===== src/rtl/vmem_seq_if.sv =====
// Command, store-data and mem_queue request/completion signals of the vector memory sequencer.
// The slave modport is the sequencer; the master modport is the decode/queue environment.
interface vmem_seq_if #(
   parameter int unsigned ADDR_WIDTH = 32,
   parameter int unsigned DATA_WIDTH = 64,
   parameter int unsigned CNT_BITS   = 9
);
   logic                  cmd_valid;
   logic                  cmd_ready;
   logic                  cmd_store;
   logic [ADDR_WIDTH-1:0] cmd_base;
   logic [ADDR_WIDTH-1:0] cmd_stride;
   logic [CNT_BITS-1:0]   cmd_count;
   logic [DATA_WIDTH-1:0] st_data;
   logic                  st_valid;
   logic                  st_ready;
   logic [ADDR_WIDTH-1:0] q_addr;
   logic                  q_req;
   logic                  q_valid;
   logic [DATA_WIDTH-1:0] q_data;
   logic                  q_ld_ready;
   logic                  q_done_ld;
   logic                  q_done_st;

   modport master (
      output cmd_valid, cmd_store, cmd_base, cmd_stride, cmd_count, st_data, st_valid,
             q_done_ld, q_done_st,
      input  cmd_ready, st_ready, q_addr, q_req, q_valid, q_data, q_ld_ready
   );

   modport slave (
      input  cmd_valid, cmd_store, cmd_base, cmd_stride, cmd_count, st_data, st_valid,
             q_done_ld, q_done_st,
      output cmd_ready, st_ready, q_addr, q_req, q_valid, q_data, q_ld_ready
   );
endinterface


===== src/rtl/vmem_seq.sv =====
// Vector memory sequencer: expands one strided load/store command into per-element queue
// requests, waits for the queue's burst completion and retires with done (err on watchdog).
module vmem_seq #(
   parameter int unsigned ADDR_WIDTH     = 32,
   parameter int unsigned DATA_WIDTH     = 64,
   parameter int unsigned CNT_BITS       = 9,
   parameter int unsigned TIMEOUT_CYCLES = 4096
) (
   input  logic           clk,
   input  logic           rst_n,
   vmem_seq_if.slave      bus,
   output logic           busy_o,
   output logic           done_o,
   output logic           err_o
);

   typedef enum logic [1:0] {StIdle, StIssue, StWait, StDone} state_e;

   localparam logic [31:0] WdLast = 32'(TIMEOUT_CYCLES - 1);

   state_e                state_q, state_d;
   logic                  store_q, store_d;
   logic [ADDR_WIDTH-1:0] addr_q, addr_d;
   logic [ADDR_WIDTH-1:0] stride_q, stride_d;
   logic [CNT_BITS-1:0]   rem_q, rem_d;
   logic [31:0]           wd_q, wd_d;
   logic                  err_q, err_d;
   logic                  wd_expire;
   logic                  completion;

   assign wd_expire  = (TIMEOUT_CYCLES != 0) && (wd_q == WdLast);
   assign completion = store_q ? bus.q_done_st : bus.q_done_ld;

   always_comb begin
      state_d        = state_q;
      store_d        = store_q;
      addr_d         = addr_q;
      stride_d       = stride_q;
      rem_d          = rem_q;
      wd_d           = '0;
      err_d          = err_q;
      bus.cmd_ready  = 1'b0;
      bus.st_ready   = 1'b0;
      bus.q_addr     = '0;
      bus.q_req      = 1'b0;
      bus.q_valid    = 1'b0;
      bus.q_data     = {DATA_WIDTH{1'b0}};
      bus.q_ld_ready = 1'b0;
      busy_o         = 1'b1;
      done_o         = 1'b0;
      err_o          = 1'b0;
      unique case (state_q)
         StIdle: begin
            busy_o        = 1'b0;
            bus.cmd_ready = 1'b1;
            err_d         = 1'b0;
            if (bus.cmd_valid) begin
               store_d  = bus.cmd_store;
               addr_d   = bus.cmd_base;
               stride_d = bus.cmd_stride;
               rem_d    = bus.cmd_count;
               state_d  = (bus.cmd_count == '0) ? StDone : StIssue;
            end
         end
         StIssue: begin
            bus.q_addr = addr_q;
            if (store_q) begin
               bus.st_ready = 1'b1;
               bus.q_valid  = bus.st_valid;
               bus.q_data   = bus.st_data;
            end else begin
               bus.q_req = 1'b1;
            end
            // Loads advance every cycle; stores only on an accepted beat.
            if (!store_q || bus.st_valid) begin
               addr_d = addr_q + stride_q;
               rem_d  = rem_q - CNT_BITS'(1);
               if (rem_q == CNT_BITS'(1)) state_d = StWait;
            end
         end
         StWait: begin
            bus.q_ld_ready = !store_q;
            wd_d           = wd_q + 32'd1;
            // Completion takes priority over a coincident watchdog expiry.
            if (completion) begin
               state_d = StDone;
            end else if (wd_expire) begin
               state_d = StDone;
               err_d   = 1'b1;
            end
         end
         StDone: begin
            done_o  = 1'b1;
            err_o   = err_q;
            state_d = StIdle;
         end
         default: state_d = StIdle;
      endcase
   end

   always_ff @(posedge clk) begin
      if (!rst_n) begin
         state_q  <= StIdle;
         store_q  <= 1'b0;
         addr_q   <= '0;
         stride_q <= '0;
         rem_q    <= '0;
         wd_q     <= '0;
         err_q    <= 1'b0;
      end else begin
         state_q  <= state_d;
         store_q  <= store_d;
         addr_q   <= addr_d;
         stride_q <= stride_d;
         rem_q    <= rem_d;
         wd_q     <= wd_d;
         err_q    <= err_d;
      end
   end

endmodule


===== src/flat_wrapper.sv =====
// flat-port wrapper written by rule: the top's interface ports become plain ports
module vmem_seq_flat 
#(
   parameter int unsigned ADDR_WIDTH     = 32,
   parameter int unsigned DATA_WIDTH     = 64,
   parameter int unsigned CNT_BITS       = 9,
   parameter int unsigned TIMEOUT_CYCLES = 4096
)
  (clk, rst_n, busy_o, done_o, err_o, bus_cmd_valid, bus_cmd_store, bus_cmd_base, bus_cmd_stride, bus_cmd_count, bus_st_data, bus_st_valid, bus_q_done_ld, bus_q_done_st, bus_cmd_ready, bus_st_ready, bus_q_addr, bus_q_req, bus_q_valid, bus_q_data, bus_q_ld_ready);
  vmem_seq_if #(.ADDR_WIDTH(ADDR_WIDTH), .DATA_WIDTH(DATA_WIDTH), .CNT_BITS(CNT_BITS)) bus_i ();
  input  logic clk;
  input  logic rst_n;
  output logic busy_o;
  output logic done_o;
  output logic err_o;
  input wire logic [$bits(bus_i.cmd_valid)-1:0] bus_cmd_valid;
  input wire logic [$bits(bus_i.cmd_store)-1:0] bus_cmd_store;
  input wire logic [$bits(bus_i.cmd_base)-1:0] bus_cmd_base;
  input wire logic [$bits(bus_i.cmd_stride)-1:0] bus_cmd_stride;
  input wire logic [$bits(bus_i.cmd_count)-1:0] bus_cmd_count;
  input wire logic [$bits(bus_i.st_data)-1:0] bus_st_data;
  input wire logic [$bits(bus_i.st_valid)-1:0] bus_st_valid;
  input wire logic [$bits(bus_i.q_done_ld)-1:0] bus_q_done_ld;
  input wire logic [$bits(bus_i.q_done_st)-1:0] bus_q_done_st;
  output wire logic [$bits(bus_i.cmd_ready)-1:0] bus_cmd_ready;
  output wire logic [$bits(bus_i.st_ready)-1:0] bus_st_ready;
  output wire logic [$bits(bus_i.q_addr)-1:0] bus_q_addr;
  output wire logic [$bits(bus_i.q_req)-1:0] bus_q_req;
  output wire logic [$bits(bus_i.q_valid)-1:0] bus_q_valid;
  output wire logic [$bits(bus_i.q_data)-1:0] bus_q_data;
  output wire logic [$bits(bus_i.q_ld_ready)-1:0] bus_q_ld_ready;
  assign bus_i.cmd_valid = bus_cmd_valid;
  assign bus_i.cmd_store = bus_cmd_store;
  assign bus_i.cmd_base = bus_cmd_base;
  assign bus_i.cmd_stride = bus_cmd_stride;
  assign bus_i.cmd_count = bus_cmd_count;
  assign bus_i.st_data = bus_st_data;
  assign bus_i.st_valid = bus_st_valid;
  assign bus_i.q_done_ld = bus_q_done_ld;
  assign bus_i.q_done_st = bus_q_done_st;
  assign bus_cmd_ready = bus_i.cmd_ready;
  assign bus_st_ready = bus_i.st_ready;
  assign bus_q_addr = bus_i.q_addr;
  assign bus_q_req = bus_i.q_req;
  assign bus_q_valid = bus_i.q_valid;
  assign bus_q_data = bus_i.q_data;
  assign bus_q_ld_ready = bus_i.q_ld_ready;
  vmem_seq #(.ADDR_WIDTH(ADDR_WIDTH), .DATA_WIDTH(DATA_WIDTH), .CNT_BITS(CNT_BITS), .TIMEOUT_CYCLES(TIMEOUT_CYCLES)) u_core (.clk(clk), .rst_n(rst_n), .bus(bus_i), .busy_o(busy_o), .done_o(done_o), .err_o(err_o));
endmodule

===== config.mk =====
export PLATFORM = sky130hd
export DESIGN_NAME = vmem_seq_flat
export DESIGN_NICKNAME = d
export VERILOG_FILES = /design/src/rtl/vmem_seq_if.sv /design/src/rtl/vmem_seq.sv /design/src/flat_wrapper.sv
export SDC_FILE = /design/constraint.sdc
export NUM_CORES = 1
export LEC_CHECK = 0
export ABC_AREA = 1
export BUFFER_PORTS_ARGS = -buffer_cell sky130_fd_sc_hd__buf_2
export CORE_ASPECT_RATIO = 1.5
export CORE_UTILIZATION = 55
export CTS_BUF_LIST = sky130_fd_sc_hd__clkbuf_4 sky130_fd_sc_hd__clkbuf_8 sky130_fd_sc_hd__clkbuf_16
export CTS_CLUSTER_DIAMETER = 80
export DETAILED_ROUTE_END_ITERATION = 7
export PLACE_DENSITY = 0.85
export SLEW_MARGIN = 5
export SYNTH_ARGS = -nofsm -noshare
export SYNTH_HDL_FRONTEND = slang
export SYNTH_SLANG_ARGS = --single-unit

===== constraint.sdc =====
create_clock -name clk -period 3.3 [get_ports clk]
set_input_delay 0.66 -clock clk [delete_from_list [all_inputs] [get_ports clk]]
set_output_delay 0.66 -clock clk [all_outputs]
set_load 0.05 [all_outputs]

==> results of run 1 <==
## cells by family after synthesis
| family | after synthesis | synth area share [%] |
|---|---|---|
| adder cells (fa/ha/maj) | 39 | 6.154 |
| AND/OR/NAND/NOR | 721 | 37.50 |
| multiplexers | 1 | 0.1399 |
| AO/OA/AOI/OAI | 186 | 12.04 |
| flip-flops | 109 | 27.10 |
| buffers and inverters | 305 | 14.34 |
| XOR/XNOR | 25 | 2.720 |
## power by group through the flow
| stage | combinational (mW) | sequential (mW) | clock, mW |
|---|---|---|---|
| 2_1_floorplan | 3.20 | 1.88 | 0 |
| 3_3_place_gp | 4.03 | 1.98 | 0 |
| 3_5_place_dp | 4.10 | 1.98 | 0 |
| 4_1_cts | 4.12 | 1.95 | 1.12 |
| 5_1_grt | 4.62 | 2.00 | 1.17 |
| 6_report | 4.13 | 1.97 | 1.11 |
## cell usage after synthesis, types with 2 or more instances
master	instances	area share (%)
nand3_1	54	3.4
and3_1	3	0.23
or2_2	2	0.16
inv_1	249	12
a21oi_1	98	6.1
nor2_2	3	0.23
dfxtp_1	109	27
nand2_1	356	17
a31oi_1	3	0.23
o21a_1	4	0.37
nor2_4	5	0.70
nand2_2	4	0.31
nor4_1	8	0.62
o21bai_1	2	0.19
nor3_1	12	0.75
and2_1	3	0.23
clkbuf_1	32	1.5
nor2_1	245	11
ha_1	38	5.9
o21ai_0	62	3.9
a211oi_1	3	0.28
nor3b_2	4	0.62
buf_2	5	0.31
buf_1	6	0.28
xor2_1	18	2.0
clkinv_1	2	0.093
xnor2_1	7	0.76
inv_2	10	0.47
nand4_1	9	0.70
nand3b_1	5	0.47
o21ai_1	10	0.62
## worst paths after layout
| check | from | slack, ps | endpoint | cells after the start |
|---|---|---|---|---|
| worst max-delay path | u_core.state_q[1] | 620 | bus_q_data[11] | 6 |
| worst min-delay path | u_core.wd_q[0] | 450 | u_core.wd_q[0] | 1 |
| worst max register to register | u_core.state_q[0] | 870 | u_core.rem_q[2] | 9 |
| worst min register to register | u_core.wd_q[0] | 450 | u_core.wd_q[0] | 1 |
## through the flow
step / cell area, sq um / utilization (%) / hold WS [ps]
after global routing: 9718 / 68.80 / 508.0
after detailed placement: 9425 / 66.73 / 456.8
final: 9718 / 68.80 / 454.8
after floorplan: 8051 / - / 413.2
after CTS: 9718 / 68.80 / 467.6
after global placement: 9425 / 66.73 / 426.5
## flip-flops by register name (all words and copies together), names as in the netlist
| name | flops |
|---|---|
| u_core.store_q | 1 |
| u_core.addr_q | 32 |
| u_core.rem_q | 9 |
| u_core.state_q | 2 |
| u_core.stride_q | 32 |
| u_core.err_q | 1 |
| u_core.wd_q | 32 |
## worst max-delay path, stage by stage (launching register included)
cell     delay [ps]
dfxtp_1         380
inv_1            80
ha_2            220
nand2_2          90
buf_4           480
nor2_1          140
buf_2           250
## routing by layer
| metal | up-vias | track usage [%] |
|---|---|---|
| met1 | 4057 | 33.34 |
| met5 | - | 0 |
| met4 | 2 | 15.51 |
| li1 | 4686 | - |
| met2 | 324 | 60.17 |
| met3 | 66 | 3.389 |
## final cells by class
class	instances	area (sq um)	share of cell area (%)
Clock buffer	10	239.0	2.459
Inverter	261	979.7	10.08
Clock inverter	6	53.80	0.5536
Sequential cell	109	2182	22.45
Timing Repair Buffer	255	1296	13.34
Multi-Input combinational cell	972	4727	48.64
Tap cell	192	240.2	2.472
==> results by group, run 1 <==
Placed design
  – Total placed cells including tap cells: 1789
  – DP Wirelength: 18910 um
  – Input/output buffers: 247
  – Place WS: 888.2 ps
  – GPL Wtd Cong: 1.012

Detailed routing
  – Drt via density: 5.061
  – Via count: 9135
  – DR WL/cell: 13.19 um
  – Wl on met1: 8941 um
  – DR top layer: met5
  – Final wirelength: 23800 um
  – DRC Markers: 0
  – Starting DRT DRC Count: 372
  – DR pass1 iterations: 5
  – Metal3 WL: 1411 um
  – Antenna-violating nets left: 0
  – Met2 routed WL: 12470 um

Clocking
  – Setup fix buffers added after clock tree synthesis: 0
  – Num CTS Buffers: 9
  – Worst-Skew Late Latency: 360 ps
  – Clock slew at reported path FFs: 80 ps
  – CTS resizes: 0
  – CTS tree: yes
  – H-tree levels: 3
  – Clk buf depth: 2
  – Clock Root Buffer: clkbuf_16
  – CTS sink count: 109
  – Post-CTS Hold Buffers: 0

Synthesis
  – Syn Inst Count: 1386
  – Register area share after synthesis: 27.10%
  – Post-synth EDFFs: 0
  – Ys async rst share: 0%
  – Yosys reg bits: 109
  – Synth Cell Area: 0.008051 sq mm
  – Net Count, Synth: 1569
  – Ys flop type: dfxtp_1
  – Average size of a mapped cell: 5.809 sq um
  – Synth unique cells: 46
  – Syn. warnings: 0

Finish
  – Non-Filler Instances: 1805
  – Commonest non-fill, non-tap cell in the layout: nand2_1
  – Share of post-route cells with drive strength above 1: 19.09%
  – Commonest cells after routing, fill and taps aside: nand2_1, inv_1, buf_2
  – Final nets: 1791
  – Area grow syn2layout: 20.70%
  – Fill cells: 1347
  – Antenna Diode Count: 0

Critical path
  – CP startpoint kind: register
  – Critical Path AT: 2020 ps
  – WS Path Type: reg -> out
  – WP data required: 2640 ps
  – CP Capture Type: primary output
  – CP Max Fanout: 65

Pwr
  – Pwr/cell area: 742.1 mW/mm^2
  – Comb power frac: 57.3%
  – Switching Power: 3.723 mW
  – Worst vdd ir: 0.0003913 V
  – Clock power frac: 15.4%
  – Power Total: 7.212 mW
  – Int Pwr: 3.489 mW
  – Sw frac: 51.62%
  – Pleak: 5.688 nW
  – Reg power frac: 27.2%

Global routing
  – Global route overflow: 0
  – Number of global-route vias before repair: 8147
  – Largest net degree at the start of global routing: 66
  – Total track usage: 31.35%
  – Initial antenna violation count: 1
  – Global-route wire length before repair: 37270 um

Timing
  – Final Cycle Share: 81.18%
  – Max Slew Vio Count: 0
  – Max transition margin: 21.59%
  – Post-route setup slack: 620.9 ps
  – Clock period minus worst slack: 2679 ps
  – Clock skew: 12.18 ps
  – F_max: 373.3 MHz
  – Final hold viol count: 0
  – Worst Max-Slew Pin Slew: 1175 ps
  – Final setup TNS: 0 ps
  – Final setup vio count: 0
  – Unrepaired setup endpoints after global routing: no

Die
  – Initial core utilization: 57.00%
  – Die Area: 0.01514 sq mm
  – Die Y: 150.2 um
  – Die X: 100.8 um
  – IO Pins: 248
  – Row cnt: 53
  – Core area: 0.01412 sq mm

Worst hold path
  – Hold crit path type: reg -> reg

Status
  – Status: finished clean

Flow run
  – Max_cap viols: 0
No activity file was read; power rests on OpenSTA's default activity.
==> run 2, diff against run 1 <==
- CORE_UTILIZATION: 55 -> 48
- PLACE_DENSITY: 0.85 -> 0.79
- clock period: 3.3 -> 2.4 ns (I/O delays scaled with it)
==> results by group, run 2 (synthesis gave the netlist of run 1 again) <==
Status
  – Status: finished clean

Timing
  – Worst Max-Slew Pin Slew: 1223 ps
  – Clock skew: 8.793 ps
  – Max Slew Vio Count: 0
  – Hold slack: 359.9 ps
  – Final Cycle Share: 97.15%
  – Clock period minus worst slack: 2332 ps
  – Max transition margin: 18.36%
  – Final setup TNS: 0 ps
  – Final hold viol count: 0
  – F_max: 428.9 MHz
  – Unrepaired setup endpoints after global routing: yes
  – Final setup vio count: 0

Critical path
  – Reg2Reg Launch Point: u_core.state_q[1]
  – CP Capture Type: primary output
  – WS Path Type: reg -> out
  – CP Max Fanout: 12
  – Worst R2R Path Depth: 10
  – Worst path bufs/invs: 2
  – CP max-delay cell: dfxtp_1
  – Crit path from: u_core.state_q[1]
  – Worst R2R End: u_core.addr_q[9]
  – WP depth: 5
  – Family with the most delay on the worst path: buffers and inverters
  – CP Cell Sequence: inv_1, ha_4, nand2_4, nor2_1, buf_2
  – CP startpoint kind: register
  – WP data required: 1920 ps
  – Worst R2R Setup Slack: 210 ps
  – Crit-path max cell delay: 340 ps
  – Critical Path AT: 1850 ps
  – Worst Setup EP: bus_q_data[52]

Clocking
  – Num CTS Buffers: 9
  – Setup fix buffers added after clock tree synthesis: 0
  – Worst-Skew Late Latency: 370 ps
  – Clock slew at reported path FFs: 80 ps
  – CTS sink count: 109
  – H-tree levels: 3
  – Post-CTS Hold Buffers: 0
  – Clock Root Buffer: clkbuf_16
  – CTS tree: yes
  – Clk buf depth: 2

Detailed routing
  – Antenna-violating nets left: 0
  – Starting DRT DRC Count: 457
  – Final wirelength: 25680 um
  – DRC Markers: 0
  – DR pass1 iterations: 6
  – Drt via density: 5.048
  – DR WL/cell: 14.08 um
  – Via count: 9207

Placed design
  – GPL Wtd Cong: 0.9492
  – Input/output buffers: 247
  – DP Wirelength: 20300 um

Finish
  – Biggest regs: u_core.addr_q: 32 flops, u_core.stride_q: 32 flops, u_core.wd_q: 32 flops
  – Area grow syn2layout: 22.91%
  – Antenna Diode Count: 0
  – Share of post-route cells with drive strength above 1: 19.53%
  – Fill cells: 1634
  – Fin util: 60.59%
  – Final nets: 1796
  – Commonest non-fill, non-tap cell in the layout: nand2_1
  – Commonest cells after routing, fill and taps aside: nand2_1, inv_1, nor2_1

Die
  – Die X: 107.7 um
  – Die Area: 0.01731 sq mm
  – IO Pins: 248
  – Row cnt: 57
  – Initial core utilization: 49.30%
  – Core area: 0.01633 sq mm
  – Die Y: 160.6 um

Pwr
  – Switching Power: 5.285 mW
  – Int Pwr: 4.993 mW
  – Worst vdd ir: 0.0005481 V
  – Pwr/cell area: 1039 mW/mm^2
  – Comb power frac: 58.5%
  – Sw frac: 51.42%
  – Reg power frac: 26.2%
  – Pleak: 5.754 nW
  – Clock power frac: 15.2%

Global routing
  – Total track usage: 29.79%
  – Global-route wire length before repair: 39880 um
  – Initial antenna violation count: 0
  – Largest net degree at the start of global routing: 56
  – Global route overflow: 0
  – Number of global-route vias before repair: 8554

Worst hold path
  – Hold crit path type: in -> reg
  – Hold Crit Depth: 3

Flow run
  – Max_cap viols: 0
-- run 2: cell types whose count changed in the layout (fill, tap and decap cells not counted), sizes merged --
cell | previous run | this run
clkinvlp | 0 | 1
inv | 262 | 264
clkbuf | 10 | 13
bufbuf | 0 | 1
clkinv | 5 | 3
-- run 2: per-stage QoR --
stage               worst slack, ps  instance area, sq um  instances  power (mW)
CTS                          -50.66                  9869       1824       10.25
floorplan                     88.13                  8051       1386       6.991
finish                        68.50                  9896       1824       10.28
detailed placement            169.8                  9508       1807       8.541
global route                 0.1819                  9896       1824       11.06
global placement              181.6                  9508       1807       8.456
-- run 2: power groups by stage --
stage               Sequential, mW  Combinational (mW)  Clock (mW)
floorplan                     2.59                4.40           0
global placement              2.71                5.74           0
detailed placement            2.72                5.82           0
CTS                           2.69                5.98        1.59
global route                  2.75                6.66        1.66
finish                        2.70                6.01        1.57
-- run 2: metal layers --
| layer | vias to the layer above | GRT usage (%) | share of wire (%) |
|---|---|---|---|
| li1 | 4705 | - | - |
| met1 | 4109 | 30.54 | 38 |
| met2 | 336 | 58.04 | 52 |
| met3 | 57 | 3.896 | 5.8 |
| met4 | 0 | 13.51 | 3.9 |
| met5 | - | 0 | 0 |
-- run 2: cell type report --
cell class | count | area, sq um | share of cell area (%)
clock buffer | 9 | 225.2 | 2.276
clock inverter | 7 | 87.58 | 0.8851
inverter | 261 | 982.2 | 9.925
multi-input combinational | 972 | 4747 | 47.97
sequential | 109 | 2182 | 22.05
tap | 206 | 257.7 | 2.605
timing repair buffer | 260 | 1414 | 14.29
-- run 2: tightest hold or removal path, cell delays in order --
cell and delay (ps):
buf_2 70, o21ai_0 70, nor2_1 70
-- run 2: worst min-delay path by stage --
stage,startpoint,endpoint,slack (ps)
floorplan,u_core.wd_q[0],u_core.wd_q[0],410
global placement,u_core.wd_q[0],u_core.wd_q[0],430
detailed placement,u_core.wd_q[0],u_core.wd_q[0],430
CTS,bus_cmd_stride[29],u_core.stride_q[29],360
global route,bus_cmd_stride[28],u_core.stride_q[28],380
finish,bus_cmd_stride[29],u_core.stride_q[29],360
-- run 2: what timing repair did --
action,CTS,global route
gates cloned,1,0
pin swaps,0,0
endpoints found under the setup margin,56,71
hold endpoints to repair,0,0
resized for setup,4,9
==> run 3, diff against run 2 <==
- CORE_UTILIZATION: 48 -> 49
- CTS_BUF_LIST: sky130_fd_sc_hd__clkbuf_4 sky130_fd_sc_hd__clkbuf_8 sky130_fd_sc_hd__clkbuf_16 -> sky130_fd_sc_hd__clkbuf_2
- PLACE_DENSITY: 0.79 -> 0.8
==> results by group, run 3 (synthesis gave the netlist of run 1 again) <==
Status
  – Status: finished with violations
  – Failing checks: setup timing

Pwr
  – Int Pwr: 5.282 mW
  – Sw frac: 52.70%
  – Comb power frac: 67.3%
  – Clock power frac: 7.7%
  – Switching Power: 5.884 mW
  – Pleak: 6.095 nW
  – Reg power frac: 25.0%
  – Worst vdd ir: 0.0005326 V
  – Power Total: 11.17 mW
  – Pwr/cell area: 987.8 mW/mm^2

Placed design
  – GPL Wtd Cong: 1.004
  – Input/output buffers: 247
  – DP Wirelength: 18980 um

Timing
  – Max Slew Vio Count: 0
  – Final setup vio count: 99
  – Final Cycle Share: 107.1%
  – Clock skew: 46.53 ps
  – Worst Max-Slew Pin Slew: 543.4 ps
  – Max transition margin: 63.44%
  – Post-route setup slack: -170.4 ps
  – Unrepaired setup endpoints after global routing: yes
  – Final setup TNS: -8372 ps
  – Clock period minus worst slack: 2570 ps
  – F_max: 389.1 MHz
  – Final hold viol count: 0

Die
  – Row cnt: 57
  – Die Y: 159.0 um
  – IO Pins: 248
  – Die Area: 0.01696 sq mm
  – Initial core utilization: 49.95%
  – Die X: 106.7 um
  – Core area: 0.01612 sq mm

Global routing
  – Initial antenna violation count: 1
  – Number of global-route vias before repair: 9405
  – Global-route wire length before repair: 44280 um
  – Total track usage: 33.28%
  – Largest net degree at the start of global routing: 43
  – Global route overflow: 0

Critical path
  – CP max-delay cell: dfxtp_2
  – CP Max Fanout: 7
  – Most used cell, CP: buf_12
  – CP Cell Sequence: inv_2, ha_4, buf_12, nand2_8, buf_12, buf_16, nor2_4, buf_6
  – CP startpoint kind: register
  – WP data required: 1920 ps
  – Critical Path AT: 2090 ps
  – Reg2Reg Launch Point: u_core.state_q[1]
  – Worst path bufs/invs: 5
  – Worst R2R Setup Slack: 110 ps
  – CP Capture Type: primary output
  – Worst R2R End: u_core.addr_q[0]
  – WS Path Type: reg -> out
  – Family with the most delay on the worst path: buffers and inverters
  – Worst R2R Path Depth: 13
  – Crit-path max cell delay: 400 ps

Detailed routing
  – DR pass1 iterations: 6
  – DR WL/cell: 15.90 um
  – Via count: 9675
  – Drt via density: 5.233
  – Final wirelength: 29400 um
  – DRC Markers: 0
  – Antenna-violating nets left: 0
  – Starting DRT DRC Count: 590

Finish
  – Area grow syn2layout: 40.39%
  – Commonest cells after routing, fill and taps aside: nand2_1, inv_1, nor2_1
  – Biggest regs: u_core.addr_q: 32 flops, u_core.stride_q: 32 flops, u_core.wd_q: 32 flops
  – Final nets: 1820
  – Share of post-route cells with drive strength above 1: 27.53%
  – Commonest non-fill, non-tap cell in the layout: nand2_1
  – Fill cells: 1337

Clocking
  – Clk buf depth: 2
  – CTS sink count: 109
  – Clock Root Buffer: clkbuf_2
  – Num CTS Buffers: 9
  – Clock slew at reported path FFs: 340 ps
  – Worst-Skew Late Latency: 680 ps
  – H-tree levels: 3
  – CTS tree: yes

Flow run
  – Max_cap viols: 0

Worst hold path
  – Worst hold start: bus_cmd_base[1]
  – Hold crit path type: in -> reg
  – Hold Path End: u_core.addr_q[1]
  – Hold Crit Depth: 3
-- run 3: cell types whose count changed in the layout (fill, tap and decap cells not counted), sizes merged --
cell,previous run,this run
clkinv,3,4
clkbuf,13,10
inv,264,263
diode,0,1
buf,255,281
bufbuf,1,2
-- run 3: layer usage --
layer  wire (um)  vias to the layer above  track usage, %
met1       10420                     4336           34.76
met3        2209                      129           4.871
met5           0                        -               0
li1            -                     4748               -
met2       14730                      462           59.71
met4        2045                        0           23.72
-- run 3: tightest hold or removal path, cell delays in order --
cell	delay [ps]
buf_2	100
nand2_1	60
a31oi_1	70
-- run 3: what timing repair did --
| action | CTS | global route |
|---|---|---|
| cloned | 10 | 1 |
| gates resized for setup | 281 | 143 |
| setup endpoints to repair | 100 | 122 |
| hold buffers | 0 | 0 |
| buffers inserted | 15 | 3 |
| pin swaps | 1 | 9 |
-- run 3: area by class of cell --
cell class,instances,area [sq um],area share [%]
flip-flops and latches,109,2188,19.36
clock buffers,9,45.04,0.3985
well taps,206,257.7,2.280
diodes,1,2.502,0.02214
clock inverters,7,66.31,0.5867
multi-input cells,972,5205,46.05
repair buffers,284,2546,22.53
inverters,261,992.2,8.778
-- run 3: through the flow --
stage / setup slack, ps / area (sq um) / util (%) / hold WS, ps / cells
6_report: -170.4 / 11300 / 70.13 / 7.468 / 1849
5_1_grt: -244.0 / 11300 / 70.13 / 6.076 / 1849
4_1_cts: -203.7 / 10870 / 67.44 / 1.359 / 1848
3_5_place_dp: 220.8 / 9493 / 58.90 / 435.1 / 1808
3_3_place_gp: 236.9 / 9493 / 58.90 / 424.3 / 1808
2_1_floorplan: 88.13 / 8051 / - / 413.2 / 1386
-- run 3: power by group through the flow --
| stage | combinational [mW] | sequential (mW) | clock, mW |
|---|---|---|---|
| 5_1_grt | 8.14 | 2.84 | 0.938 |
| 6_report | 7.52 | 2.79 | 0.857 |
| 2_1_floorplan | 4.40 | 2.59 | 0 |
| 3_5_place_dp | 5.79 | 2.73 | 0 |
| 4_1_cts | 6.97 | 2.71 | 0.875 |
| 3_3_place_gp | 5.71 | 2.71 | 0 |
-- run 3: worst max-delay path by stage --
stage	start	endpoint	slack [ps]	cells after the start
after floorplan	u_core.state_q[0]	u_core.addr_q[19]	90	10
after global placement	u_core.state_q[1]	u_core.addr_q[16]	240	9
after detailed placement	u_core.state_q[1]	u_core.addr_q[16]	220	9
after CTS	u_core.state_q[1]	bus_q_req	-200	9
after global routing	u_core.state_q[1]	bus_q_data[21]	-240	8
final	u_core.state_q[1]	bus_q_data[21]	-170	8
